===== src/rtl/bkg_collision_query_pkg.sv =====
// Shared definitions for the background collision query: map geometry,
// sprite box size, bus widths, FSM and corner encodings, tile helper.
package bkg_collision_query_pkg;

    localparam int MAP_W      = 20;
    localparam int MAP_H      = 15;
    localparam int TILE_SHIFT = 5;
    localparam int SPR_W      = 32;
    localparam int SPR_H      = 32;
    localparam int ADDR_W     = 9;
    localparam int TILE_W     = 3;
    localparam int POS_W      = 10;
    localparam int CRD_W      = 11;

    localparam logic [TILE_W-1:0] TILE_FLOOR = 3'd0;

    typedef enum logic [1:0] {
        ST_IDLE  = 2'd0,
        ST_CHECK = 2'd1,
        ST_DONE  = 2'd2
    } state_e;

    typedef enum logic [1:0] {
        CRN_TL = 2'd0,
        CRN_TR = 2'd1,
        CRN_BL = 2'd2,
        CRN_BR = 2'd3
    } corner_e;

    // A corner blocks the sprite if it lies off the map or on any non-floor tile.
    function automatic logic tile_blocks(input logic [TILE_W-1:0] code, input logic oob);
        return oob | (code != TILE_FLOOR);
    endfunction

endpackage


===== src/rtl/bkg_collision_query_tile_addr.sv =====
// Pixel coordinate -> tile-map ROM address, with off-map detection.
// Purely combinational; row*20 is built from two shifts to avoid a multiplier.
module bkg_collision_query_tile_addr
    import bkg_collision_query_pkg::*;
(
    input  logic [CRD_W-1:0]  cx_i,
    input  logic [CRD_W-1:0]  cy_i,
    output logic [ADDR_W-1:0] addr_o,
    output logic              oob_o
);

    localparam int TC_W = CRD_W - TILE_SHIFT;

    logic [TC_W-1:0]   col_s;
    logic [TC_W-1:0]   row_s;
    logic [ADDR_W-1:0] col9_s;
    logic [ADDR_W-1:0] row9_s;

    assign col_s  = TC_W'(cx_i >> TILE_SHIFT);
    assign row_s  = TC_W'(cy_i >> TILE_SHIFT);
    assign col9_s = ADDR_W'(col_s);
    assign row9_s = ADDR_W'(row_s);

    // Bounds check, then linear address row*20+col; off-map corners read address 0.
    always_comb begin
        oob_o = (col_s >= TC_W'(MAP_W)) || (row_s >= TC_W'(MAP_H));
        if (oob_o) begin
            addr_o = {ADDR_W{1'b0}};
        end else begin
            addr_o = (row9_s << 4) + (row9_s << 2) + col9_s;
        end
    end

endmodule


===== src/rtl/bkg_collision_query.sv =====
// Background collision query: walks the four bounding-box corners of a sprite
// through the tile-map ROM and reports whether any corner is blocked.
// Optional build macro BKG_CQ_EARLY_EXIT_EN: finish on the first blocked or
// off-map corner instead of always walking all four.
module bkg_collision_query
    import bkg_collision_query_pkg::*;
(
    input  logic              clk,
    input  logic              rst,
    input  logic              req,
    input  logic [POS_W-1:0]  pos_x,
    input  logic [POS_W-1:0]  pos_y,
    output logic [ADDR_W-1:0] rom_addr,
    input  logic [TILE_W-1:0] rom_q,
    output logic              busy,
    output logic              done,
    output logic              blocked
);

`ifdef BKG_CQ_EARLY_EXIT_EN
    localparam logic EARLY_EXIT = 1'b1;
`else
    localparam logic EARLY_EXIT = 1'b0;
`endif

    localparam logic [CRD_W-1:0] SPR_DX = CRD_W'(SPR_W - 1);
    localparam logic [CRD_W-1:0] SPR_DY = CRD_W'(SPR_H - 1);

    state_e           state_q;
    corner_e          idx_q;
    logic [POS_W-1:0] pos_x_q;
    logic [POS_W-1:0] pos_y_q;
    logic             acc_q;
    logic             acc_d;
    logic             busy_q;
    logic             done_q;
    logic             blocked_q;

    logic [CRD_W-1:0]  cx_s;
    logic [CRD_W-1:0]  cy_s;
    logic [ADDR_W-1:0] addr_s;
    logic              oob_s;
    logic              hit_s;
    logic              last_s;

    // Corner mux: offset the latched top-left by the sprite extent, 11-bit so no wrap.
    always_comb begin
        cx_s = {1'b0, pos_x_q};
        cy_s = {1'b0, pos_y_q};
        if ((idx_q == CRN_TR) || (idx_q == CRN_BR)) begin
            cx_s = {1'b0, pos_x_q} + SPR_DX;
        end else begin
            cx_s = {1'b0, pos_x_q};
        end
        if ((idx_q == CRN_BL) || (idx_q == CRN_BR)) begin
            cy_s = {1'b0, pos_y_q} + SPR_DY;
        end else begin
            cy_s = {1'b0, pos_y_q};
        end
    end

    bkg_collision_query_tile_addr u_tile_addr (
        .cx_i   (cx_s),
        .cy_i   (cy_s),
        .addr_o (addr_s),
        .oob_o  (oob_s)
    );

    // ROM is only addressed for in-bounds corners while walking; otherwise parked at 0.
    always_comb begin
        if ((state_q == ST_CHECK) && !oob_s) begin
            rom_addr = addr_s;
        end else begin
            rom_addr = {ADDR_W{1'b0}};
        end
    end

    // Current corner verdict, running result, and whether this is the final corner.
    always_comb begin
        hit_s  = tile_blocks(rom_q, oob_s);
        acc_d  = acc_q | hit_s;
        last_s = (idx_q == CRN_BR) || (EARLY_EXIT && hit_s);
    end

    // Query FSM: latch position on request, walk corners, publish the result for one cycle.
    always_ff @(posedge clk or posedge rst) begin
        if (rst) begin
            state_q   <= ST_IDLE;
            idx_q     <= CRN_TL;
            pos_x_q   <= {POS_W{1'b0}};
            pos_y_q   <= {POS_W{1'b0}};
            acc_q     <= 1'b0;
            busy_q    <= 1'b0;
            done_q    <= 1'b0;
            blocked_q <= 1'b0;
        end else begin
            case (state_q)
                ST_IDLE: begin
                    done_q <= 1'b0;
                    if (req) begin
                        pos_x_q <= pos_x;
                        pos_y_q <= pos_y;
                        acc_q   <= 1'b0;
                        idx_q   <= CRN_TL;
                        busy_q  <= 1'b1;
                        state_q <= ST_CHECK;
                    end else begin
                        busy_q  <= 1'b0;
                        state_q <= ST_IDLE;
                    end
                end
                ST_CHECK: begin
                    acc_q <= acc_d;
                    if (last_s) begin
                        blocked_q <= acc_d;
                        done_q    <= 1'b1;
                        state_q   <= ST_DONE;
                    end else begin
                        idx_q   <= corner_e'(idx_q + 2'd1);
                        state_q <= ST_CHECK;
                    end
                end
                ST_DONE: begin
                    done_q  <= 1'b0;
                    busy_q  <= 1'b0;
                    idx_q   <= CRN_TL;
                    state_q <= ST_IDLE;
                end
                default: begin
                    done_q  <= 1'b0;
                    busy_q  <= 1'b0;
                    idx_q   <= CRN_TL;
                    state_q <= ST_IDLE;
                end
            endcase
        end
    end

    assign busy    = busy_q;
    assign done    = done_q;
    assign blocked = blocked_q;

endmodule

===== config.mk =====
export PLATFORM = sky130hd
export DESIGN_NAME = bkg_collision_query
export DESIGN_NICKNAME = d
export VERILOG_FILES = /design/src/rtl/bkg_collision_query_pkg.sv /design/src/rtl/bkg_collision_query_tile_addr.sv /design/src/rtl/bkg_collision_query.sv
export SDC_FILE = /design/constraint.sdc
export NUM_CORES = 1
export LEC_CHECK = 0
export CORE_AREA = 2 2 80 82
export DETAILED_ROUTE_END_ITERATION = 8
export DIE_AREA = 0 0 82 84
export GPL_ROUTABILITY_DRIVEN = 0
export PLACE_DENSITY = 0.63
export SLEW_MARGIN = 20
export SYNTH_ARGS = -nofsm -noshare
export SYNTH_HDL_FRONTEND = slang
export SYNTH_SLANG_ARGS = --single-unit

===== constraint.sdc =====
create_clock -name clk -period 4 [get_ports clk]
set_input_delay 0.6 -clock clk [delete_from_list [all_inputs] [get_ports clk]]
set_output_delay 0.6 -clock clk [all_outputs]
set_load 0.005 [all_outputs]

==> results.md <==
- Run status: finished with violations
- Failing checks: setup timing
- Ratio of cells with drive above 1 in the final layout: 33.2%
- Ports: 38
- Latest clock arrival within the worst-skew pair: 0.27 ns
- Critical path arrival: 3.69 ns
- Clock tree buffer depth: 2
- Sequential share of the synthesized area: 39.9%
- Area of the multi-input gates: 0.00105 mm2
- Total GRT Usage: 11.0%
- Area growth from synthesis to layout: 46.5%
- Post-synth ARST share: 100%
- Actual slew at the worst max-slew pin: 0.576 ns
- Fin Setup TNS: -0.314 ns
- Syn Inst Count: 169
- Critical path endpoint category: output pin
- Leakage: 0.00115 uW
- MaxCap Viol Count: 0
- RSZ-0062 raised after global routing: yes
- First-pass GRT wire length: 5920 um
- Drt first-iter violations: 23
- HP Class: register to register
- FF+latch area: 701 um2
- Pins Over Slew Limit: 0
- Clock Sinks: 28
- ANT nets after route: 0
- Port bufs: 37
- Die width: 82 um
- Final Non-Filler Cells: 312
- Drt total wl: 3570 um
- CTS tree: built
- Worst setup margin: -0.294 ns
- Initial Utilization: 28.8%
- Setup crit start kind: register
- CTS root buffer: clkbuf_8
- Crit Path Category: register to output pin
- Die footprint: 0.00689 mm2
- Synth Flop Type: dfrtp_1
- Largest net degree at the start of global routing: 29
- Core area: 0.00610 mm2
- Kind of cell adding the most delay to the critical path: simple AND/OR/NAND/NOR gates
- WHS: 0.490 ns
- Final min period: 4.29 ns
- Wire length per cell: 11.4 um
- Hold Buf Count CTS: 0
- Filler instances: 605
- Power density over the cells: 1070 mW/mm2
- Nets: 277
- Grt ovf: 0
- Clock transition at the registers of the reported paths: 0.09 ns
- Initial antenna violation count: 0
- Worst IR Drop VDD: 418 uV
- ANT cells: 0
- Core Util, Final: 42.3%
- Final Hold Fails: 0
- FP Rows: 29
- EDFF count, synth: 0
- Post-synth cell types: 36
- Post-synth design cell area: 0.00176 mm2
- Vias per inst: 4.45
- F_max: 233 MHz
- Pre-antenna DRT Iters: 4
- Via count of the first global-routing pass: 1,373
- DRC Markers: 0
- Dpl cells: 304
- Die Height: 84 um
- Ys Warns: 0
- H-tree Lvls: 1
- Fin crit share: 107%
- Seq cells post-synth: 28
- Largest stage delay on the critical path: 0.58 ns
- Via Count: 1,389
- Mean Syn Cell Area: 10.4 um2
- Worst path cell trace: or4_4 -> o22ai_4 -> buf_6 -> xnor2_2 -> inv_1 -> fa_1 -> inv_2 -> ha_4 -> a211oi_2 -> or4b_4 -> o2111ai_2 -> xnor3_1 -> nor2_1 -> buf_2
- Num CTS Buffers: 3
- Critical-path top delay cell: fa_1
- Max Fanout on Critical Path: 3
- Max_slew headroom: 61.5%
- Clock skew: 0.00489 ns
- Finish-stage setup viols: 2
- Worst EP required: 3.40 ns
- HPWL after detailed placement: 2800 um
- Post-synth net total: 210
- Worst path bufs/invs: 4
[flip-flops by register name, summed over array words and instances (netlist names)]
signal and count:
state_q 2, pos_y_q 10, blocked 1, idx_q 2, acc_q 1, done 1, busy 1, pos_x_q 10
[cell usage in the layout, fill, tap and decap left out, types with 6 or more instances in the layout]
cell type        instances
a21oi_1                  6
buf_4                   28
clkdlybuf4s50_1         32
dfrtp_1                 28
ha_1                     9
inv_1                   16
mux2_2                  17
nand2_1                  7
nor2_1                  18
xor2_1                   7
[worst paths after layout]
| check | start | end | slack [ns] | cells after the start |
|---|---|---|---|---|
| setup / recovery | pos_y_q[2] | rom_addr[8] | -0.29 | 14 |
| min in group asynchronous | rst | pos_y_q[0] | 0.70 | 2 |
| max in group asynchronous | rst | pos_y_q[5] | 2.92 | 2 |
| hold / removal | done | done | 0.49 | 1 |
| setup reg to reg | pos_y_q[2] | blocked | 2.02 | 7 |
| hold reg to reg | done | done | 0.49 | 1 |
[worst reg2reg max path, stage by stage, from the launching register on]
cell and delay [ns]:
dfrtp_1 0.39, or4_4 0.54, o22ai_4 0.14, buf_6 0.13, buf_4 0.12, a21oi_2 0.06, nor4_1 0.36, a21oi_1 0.12
[Yosys cell counts, drive strengths merged (3+ instances only)]
cell,n,share of area (%)
dfrtp,28,40
ha,12,8.5
nand2,7,1.5
nor2,19,4.1
o21ai,5,1.4
nor4,3,1.1
nor2b,4,1.4
fa,3,3.4
xor2,8,4.0
a211oi,3,1.3
clkbuf,3,0.64
inv,20,4.3
xnor2,6,3.0
mux2,17,11
a21oi,8,2.5
[per-stage QoR]
stage / power, uW / cell area (um2) / setup slack [ns]
after floorplan: 1640 / 1790 / 0.0712
after detailed placement: 2330 / 2430 / -0.434
after global routing: 3030 / 2580 / -0.440
after global placement: 2300 / 2430 / -0.386
final: 2750 / 2580 / -0.294
after CTS: 2630 / 2530 / -0.341
[where the power goes]
group	leakage, uW	switching [uW]	internal [uW]
sequential	0.000331	121	418
combinational	0.000779	868	1120
clock	0.0000357	85.4	134
total	0.00115	1080	1670
[timing repair]
action                     in CTS  in global routing
setup buffers                   2                  2
cloned                          0                  0
setup endpoints to repair       5                  4
pin swaps                       8                  4
resized for setup              19                  6
[layer usage]
layer  part of all wire (%)  up-vias  routed length (um)  global-route usage, %
li1                       -      699                   -                      -
met1                     44      661                1580                   14.0
met2                     51       24                1820                   18.7
met3                    3.2        5                 115                   1.19
met4                    1.6        0                  57                   4.09
met5                      0        -                   0                      0
[layout make-up]
cell class                      count  area share (%)
Clock inverter                      1            1.17
Inverter                           20            2.91
Sequential cell                    28            27.2
Multi-Input combinational cell    117            40.9
Tap cell                           77            3.74
Clock buffer                        3            1.60
Timing Repair Buffer               66            22.4
[cell families (layout without fill, tap and decap cells)]
logic type / count (synthesis) / count (layout) / share of synthesized area (%)
flops: 28 / 28 / 39.9
mux: 17 / 17 / 10.9
compound gates: 23 / 23 / 8.97
fa+ha+maj: 15 / 15 / 12.0
xor+xnor: 15 / 15 / 8.26
buf+inv: 24 / 90 / 5.55
simple gates: 47 / 47 / 14.5
Note: power is estimated with default switching activity, not from simulation.
